--- src/rtl/btn_evt_ctrl.sv ---
// btn_evt_ctrl: input conditioning for four push buttons.
// Each raw pad level is synchronized (2 flops), debounced with a per-button
// counter, and turned into a sticky press event. A round-robin arbiter offers
// pending events one at a time over a valid/ready handshake.
//
// Ports:
//   clk        block clock, rising edge
//   rst        synchronous active-high reset
//   btn_core   raw asynchronous button levels (1 = pressed)
//   evt_ready  consumer accepts the offered event
//   ovf_clr    one-cycle pulse clearing all evt_ovf bits
//   btn_level  debounced button levels
//   evt_valid  an event is being offered
//   evt_id     index of the offered button (meaningful while evt_valid)
//   evt_ovf    sticky per-button flag: a press was lost while already pending
module btn_evt_ctrl #(
  parameter int unsigned DEB_CYCLES = 50000,
  parameter int unsigned DEB_W      = 16
) (
  input  logic       clk,
  input  logic       rst,
  input  logic [3:0] btn_core,
  input  logic       evt_ready,
  input  logic       ovf_clr,
  output logic [3:0] btn_level,
  output logic       evt_valid,
  output logic [1:0] evt_id,
  output logic [3:0] evt_ovf
);

  typedef enum logic {StIdle, StOffer} state_e;

  localparam logic [DEB_W-1:0] CntMax = DEB_W'(DEB_CYCLES - 1);

  state_e           state_q;
  logic [3:0]       s1_q, s2_q;
  logic [3:0]       pend_q;
  logic [DEB_W-1:0] cnt_q [4];
  logic [1:0]       rr_last_q;

  logic [3:0] cnt_done;
  logic [3:0] press;
  logic [3:0] pend_clr;
  logic [3:0] ovf_set;
  logic       pick_any;
  logic [1:0] pick_id;
  logic [1:0] scan_idx;

  // Press = debounced level about to go 0->1. Clear = accept of the offered id.
  always_comb begin
    cnt_done = '0;
    press    = '0;
    pend_clr = '0;
    for (int i = 0; i < 4; i++) begin
      cnt_done[i] = (cnt_q[i] == CntMax);
      press[i]    = s2_q[i] & ~btn_level[i] & cnt_done[i];
      pend_clr[i] = (state_q == StOffer) && evt_ready && (evt_id == 2'(i));
    end
    // A press that collides with its own accept is not a lost event.
    ovf_set = press & pend_q & ~pend_clr;
  end

  // Round-robin scan starting just after the last served button.
  always_comb begin
    pick_any = 1'b0;
    pick_id  = 2'd0;
    scan_idx = 2'd0;
    for (int k = 1; k <= 4; k++) begin
      scan_idx = rr_last_q + 2'(k);
      if (!pick_any && pend_q[scan_idx]) begin
        pick_any = 1'b1;
        pick_id  = scan_idx;
      end
    end
  end

  // Synchronizer, debounce, pending events and overflow flags.
  always_ff @(posedge clk) begin
    if (rst) begin
      s1_q      <= '0;
      s2_q      <= '0;
      btn_level <= '0;
      pend_q    <= '0;
      evt_ovf   <= '0;
      for (int i = 0; i < 4; i++) begin
        cnt_q[i] <= '0;
      end
    end else begin
      s1_q <= btn_core;
      s2_q <= s1_q;
      for (int i = 0; i < 4; i++) begin
        if (s2_q[i] == btn_level[i]) begin
          cnt_q[i] <= '0;
        end else if (cnt_done[i]) begin
          btn_level[i] <= s2_q[i];
          cnt_q[i]     <= '0;
        end else begin
          cnt_q[i] <= cnt_q[i] + DEB_W'(1);
        end
      end
      // Set after clear so a same-edge press keeps the event pending.
      pend_q  <= (pend_q & ~pend_clr) | press;
      // Set wins over ovf_clr.
      evt_ovf <= (ovf_clr ? 4'b0000 : evt_ovf) | ovf_set;
    end
  end

  // Arbiter FSM with registered outputs.
  always_ff @(posedge clk) begin
    if (rst) begin
      state_q   <= StIdle;
      evt_valid <= 1'b0;
      evt_id    <= 2'd0;
      rr_last_q <= 2'd3;
    end else begin
      unique case (state_q)
        StIdle: begin
          if (pick_any) begin
            evt_id    <= pick_id;
            evt_valid <= 1'b1;
            state_q   <= StOffer;
          end
        end
        StOffer: begin
          if (evt_ready) begin
            rr_last_q <= evt_id;
            evt_valid <= 1'b0;
            state_q   <= StIdle;
          end
        end
        default: begin
          evt_valid <= 1'b0;
          state_q   <= StIdle;
        end
      endcase
    end
  end

endmodule

--- config.mk ---
export PLATFORM = sky130hd
export DESIGN_NAME = btn_evt_ctrl
export DESIGN_NICKNAME = d
export VERILOG_FILES = /design/src/rtl/btn_evt_ctrl.sv
export SDC_FILE = /design/constraint.sdc
export NUM_CORES = 1
export LEC_CHECK = 0
export CORE_MARGIN = 2
export CORE_UTILIZATION = 61
export DETAILED_ROUTE_END_ITERATION = 8
export PLACE_DENSITY_LB_ADDON = 0.12
export SLEW_MARGIN = 20
export SYNTH_ARGS = -nofsm -noshare
export SYNTH_HDL_FRONTEND = slang
export SYNTH_SLANG_ARGS = --single-unit
--- constraint.sdc ---
create_clock -name clk -period 2.6 [get_ports clk]
set_clock_uncertainty 0.2 [all_clocks]
set_input_delay 0.52 -clock clk [delete_from_list [all_inputs] [get_ports clk]]
set_output_delay 0.52 -clock clk [all_outputs]
set_load 0.03 [all_outputs]
Word level (Yosys, flattened, before mapping) --
Memories as Yosys holds them, arrays and structs flattened. Index checks and enable logic that the tools add are counted. Widths: inputs -> output; s select.
Word-level totals: bits in registers 26, bits in writable memories 64, input port bits 8, output and inout bits 11, logic and storage cells 172, memories kept 1
Operators by class: $add $sub $neg 7, magnitude comparators 4, equality and inequality tests 13, muxes and demuxes 81, bitwise gates (word level) 35, reduce and logical (&&, ||, !) cells 19
Memories:
- cnt_q | depth 4, bits a word 16, read ports 4, clocked after memory_dff 0, write ports 4, line 38 | logic [DEB_W-1:0] cnt_q [4];
Operator list (count):
- $mux 16 | 12
- $add 16x1->16 const B | 4
- $eq 16x16->1 const B | 4
- $mux 1 | 58
- $reduce_and 2->1 | 7
- $and 4x4->4 | 3
- $lt 2x3->1 const B | 4
- $or 1x1->1 | 12
- $not 1->1 | 9
- $and 1x1->1 | 8
- $bmux 1 s2 | 4
- $logic_and 1x1->1 | 8
- $mux 2 | 4
- $or 4x4->4 | 2
- $add 2x2->2 const B | 2
- $eq 1x1->1 | 4
- $eq 2x2->1 const B | 2
- $mux 4 | 1
- $ne 2x2->1 const B | 2
- $not 4->4 | 1
- $pmux 1 s2 | 2
- $logic_not 1->1 | 3
- $add 2x1->2 const B | 1
- $eq 2x1->1 const B | 1
- $logic_not 2->1 | 1

Logic depth before layout (Yosys ltp) --
depth after elaboration 15, depth in mapped cells 8, depth with buffers taken out 6

Worst setup path before layout --
Ideal clock, no wire load.
path kind reg2reg, start memory cnt_q[0][7], end memory cnt_q[0][4] (data pin), library setup time 255 ps, data arrival time 1732 ps, required time 2145 ps, setup slack 414 ps, cell stages (with the launch flop) 7, path through edfxtp_1 or4b_4 nor4_4 or3_1 buf_6 buf_12 nor2_1
RTL lines (line):
- start: declaration | 38

==> results.md <==
- Post-synthesis sequential area ratio: 53.2%
- TritonCTS clock tree: built
- Crit path required time: 2.50 ns
- Tcrit/Tclk final: 91.2%
- Total grt overflow: 0
- Max_slew headroom: 63.4%
- Max cap viols: 0
- Dominant cell type by area after synthesis: edfxtp_1
- Largest stage delay, worst path: 0.58 ns
- Area share of the largest cell type after synthesis: 41.9%
- DRT Pass-1 Iters: 4
- Sw Pwr: 599 µW
- FF-to-FF path depth: 5
- Sw Share: 20.4%
- Setup CP Type: register to register
- First-pass GRT wire length: 14.1 mm
- Hold endpoint: s2_q[1]
- Cell area power density: 551 nW/µm²
- Critical path depth in cells: 5
- PortBufs: 18
- Row cnt: 31
- Post-CTS Repair Setup Buffers: 0
- Maximum vdd drop: 0.499 mV
- Post-route ant nets: 0
- Layout Nets: 540
- Worst-skew pair later-pin latency: 0.35 ns
- Post-DP Area: 5060 µm²
- Die area: 8240 µm²
- Critical Path Source Type: register
- Slew Viols, Final: 0
- F_max: 422 MHz
- Cell Chain, Critical Path: or4_1 -> nor4_2 -> or3_1 -> buf_4 -> nor2_1
- Cells after synthesis: 443
- Worst min-delay path startpoint: s1_q[1]
- Total CTS buffers: 9
- Clock root buffer: clkbuf_8
- Worst Hold Class: register to register
- Final-report setup violation count: 0
- R2r endpoint: cnt_q[3][13]
- Synthesized cell area: 4590 µm²
- Vias in the first global route: 3191
- Post-synth cell types: 46
- Buf/Inv on CP: 1
- Drt initial violations: 167
- CP top delay family: simple AND/OR/NAND/NOR gates
- Largest net degree at the start of global routing: 17
- Final Hold Fails: 0
- Logic gate share of total power: 4.3%
- Slowest cell on the critical path: or4_1
- Crit-path max FO: 16
- Clock power frac: 39.9%
- CTS Sinks: 90
- Gpl congestion: 0.858
- H-tree depth: 3
- Final WL: 8.02 mm
- Post-cts sizing count: 0
- Initial antenna violation count: 0
- Routed wire length per instance: 12.8 µm
- CP Capture Type: register
- Syn-to-layout area delta: 15.8%
- Die height: 90.8 µm
- Unrepaired setup endpoints after global routing: false
- Dominant cells by area after synthesis: edfxtp_1 (42%), dfxtp_1 (11%), xnor2_1 (6.9%), nor2_1 (6.3%), xor2_1 (3.6%)
- Hold buffer count at cts: 0
- DR vias/cell: 5.24
- Core Box Area: 7250 µm²
- Share of layout cells above drive strength 1: 4.54%
- Worst-path clk slew: 0.09 ns
- Diodes inserted: 0
- Clock Tree Buf Depth: 2
- Cell Int Power: 2330 µW
- #FFs+latches synth: 90
- Global Route Usage Sum: 21.2%
- Setup TNS: 0 ns
- Outcome: completed
- Flop-to-flop setup slack: 0.23 ns
- Pleak: 0.00185 µW
- Yosys warns: 0
- Crit path DAT: 2.27 ns
- Worst Hold Depth: 1
- Final routed DRC violation total: 0
- Worst r2r src: cnt_q[3][12]
- Min cycle time layout: 2.37 ns
- Ys flop type: edfxtp_1
- Fin area: 5320 µm²
- Routed vias: 3292
- I/O pin cnt: 19
- EDFF count, synth: 64
- Worst-Margin Slew: 0.549 ns
- Initial Util: 63.3%
- Die Span X: 90.8 µm
- DP HPWL: 5.85 mm
- Asr flop ratio synth: 0%
- Synth Area per Inst: 10.4 µm²
- Reg power frac: 55.8%
==> worst register-to-register path, stage by stage, from the launching register on <==
cell and delay, ns:
edfxtp_1 0.47, or4_1 0.58, nor4_2 0.42, or3_1 0.17, buf_4 0.20, nor2_1 0.09
==> area by class of cell <==
type                            count  area (µm²)
Sequential cell                    90        2440
Clock buffer                       12         155
Tap cell                           99         124
Fill cell                         555        1940
Timing Repair Buffer               23         218
Inverter                           20        75.1
Clock inverter                      4        97.6
Multi-Input combinational cell    380        2200
==> stage by stage <==
step	hold slack (ns)	util, %	worst slack [ns]	cells	power [µW]
floorplan	0.214	-	0.414	506	1750
global placement	0.219	69.8	0.241	612	1780
detailed placement	0.225	69.8	0.155	612	1790
CTS	0.239	73.3	0.241	628	2950
global route	0.249	73.3	0.121	628	3030
finish	0.237	73.3	0.229	628	2930
==> power groups by stage <==
stage / clock (µW) / sequential [µW] / combinational [µW]
2_1_floorplan: 0 / 1650 / 101
3_5_place_dp: 0 / 1670 / 122
5_1_grt: 1240 / 1640 / 145
4_1_cts: 1190 / 1630 / 123
6_report: 1170 / 1640 / 126
3_3_place_gp: 0 / 1660 / 119
==> state kept, by name (all words and copies together) (netlist names) <==
register,cells
evt_id,2
s1_q,4
btn_level,4
evt_ovf,4
evt_valid,1
state_q,1
pend_q,4
s2_q,4
rr_last_q,2
cnt_q,64
==> Yosys cell counts, drive strengths merged (2+ instances only) <==
cell type / number
a211oi: 2
a21o: 2
a21oi: 12
and3: 5
and4: 7
buf: 7
clkbuf: 9
dfxtp: 26
edfxtp: 64
ha: 8
inv: 20
mux2i: 2
nand2: 19
nand2b: 5
nand3: 28
nand3b: 2
nand4: 21
nand4b: 3
nor2: 77
nor2b: 10
nor3: 8
nor4: 19
nor4b: 2
nor4bb: 4
o21ai: 8
or3: 6
xnor2: 36
xor2: 19
==> cell families (layout without fill, tap and decap cells) <==
group / after synthesis / in the layout / share of synthesized area (%)
buffers and inverters: 36 / 59 / 3.95
other: 1 / 64 / 0.0817
adder cells (fa/ha/maj): 8 / 8 / 2.18
AND/OR/NAND/NOR: 220 / 220 / 25.6
AO/OA/AOI/OAI: 31 / 31 / 4.11
flip-flops: 90 / 90 / 53.2
XOR/XNOR: 55 / 55 / 10.5
multiplexers: 2 / 2 / 0.436
==> metal layers <==
layer | wire, µm | track usage, % | vias up
li1 | - | - | 1686
met1 | 3720 | 27.5 | 1545
met2 | 3970 | 35.8 | 50
met3 | 226 | 3.09 | 11
met4 | 108 | 8.46 | 0
met5 | 0 | 0 | -
==> how the worst max path moves through the flow <==
stage	startpoint	end	slack [ns]
final	cnt_q[3][12]	cnt_q[3][13]	0.23
after global routing	cnt_q[3][12]	cnt_q[3][13]	0.12
after CTS	cnt_q[3][12]	cnt_q[3][13]	0.24
after detailed placement	rst	cnt_q[1][15]	0.16
after global placement	rst	cnt_q[1][15]	0.24
after floorplan	cnt_q[0][7]	cnt_q[0][4]	0.41
==> placed cells by master (no fill, tap or decap), drive strengths merged, types with 19 or more instances in the layout <==
cell type	Yosys	routed
nor4	19	19
xor2	19	19
edfxtp	64	64
xnor2	36	36
nand4	21	21
dfxtp	26	26
conb	1	64
nor2	77	77
nand3	28	28
inv	20	20
nand2	19	19
(Power assumes the default switching activity.)
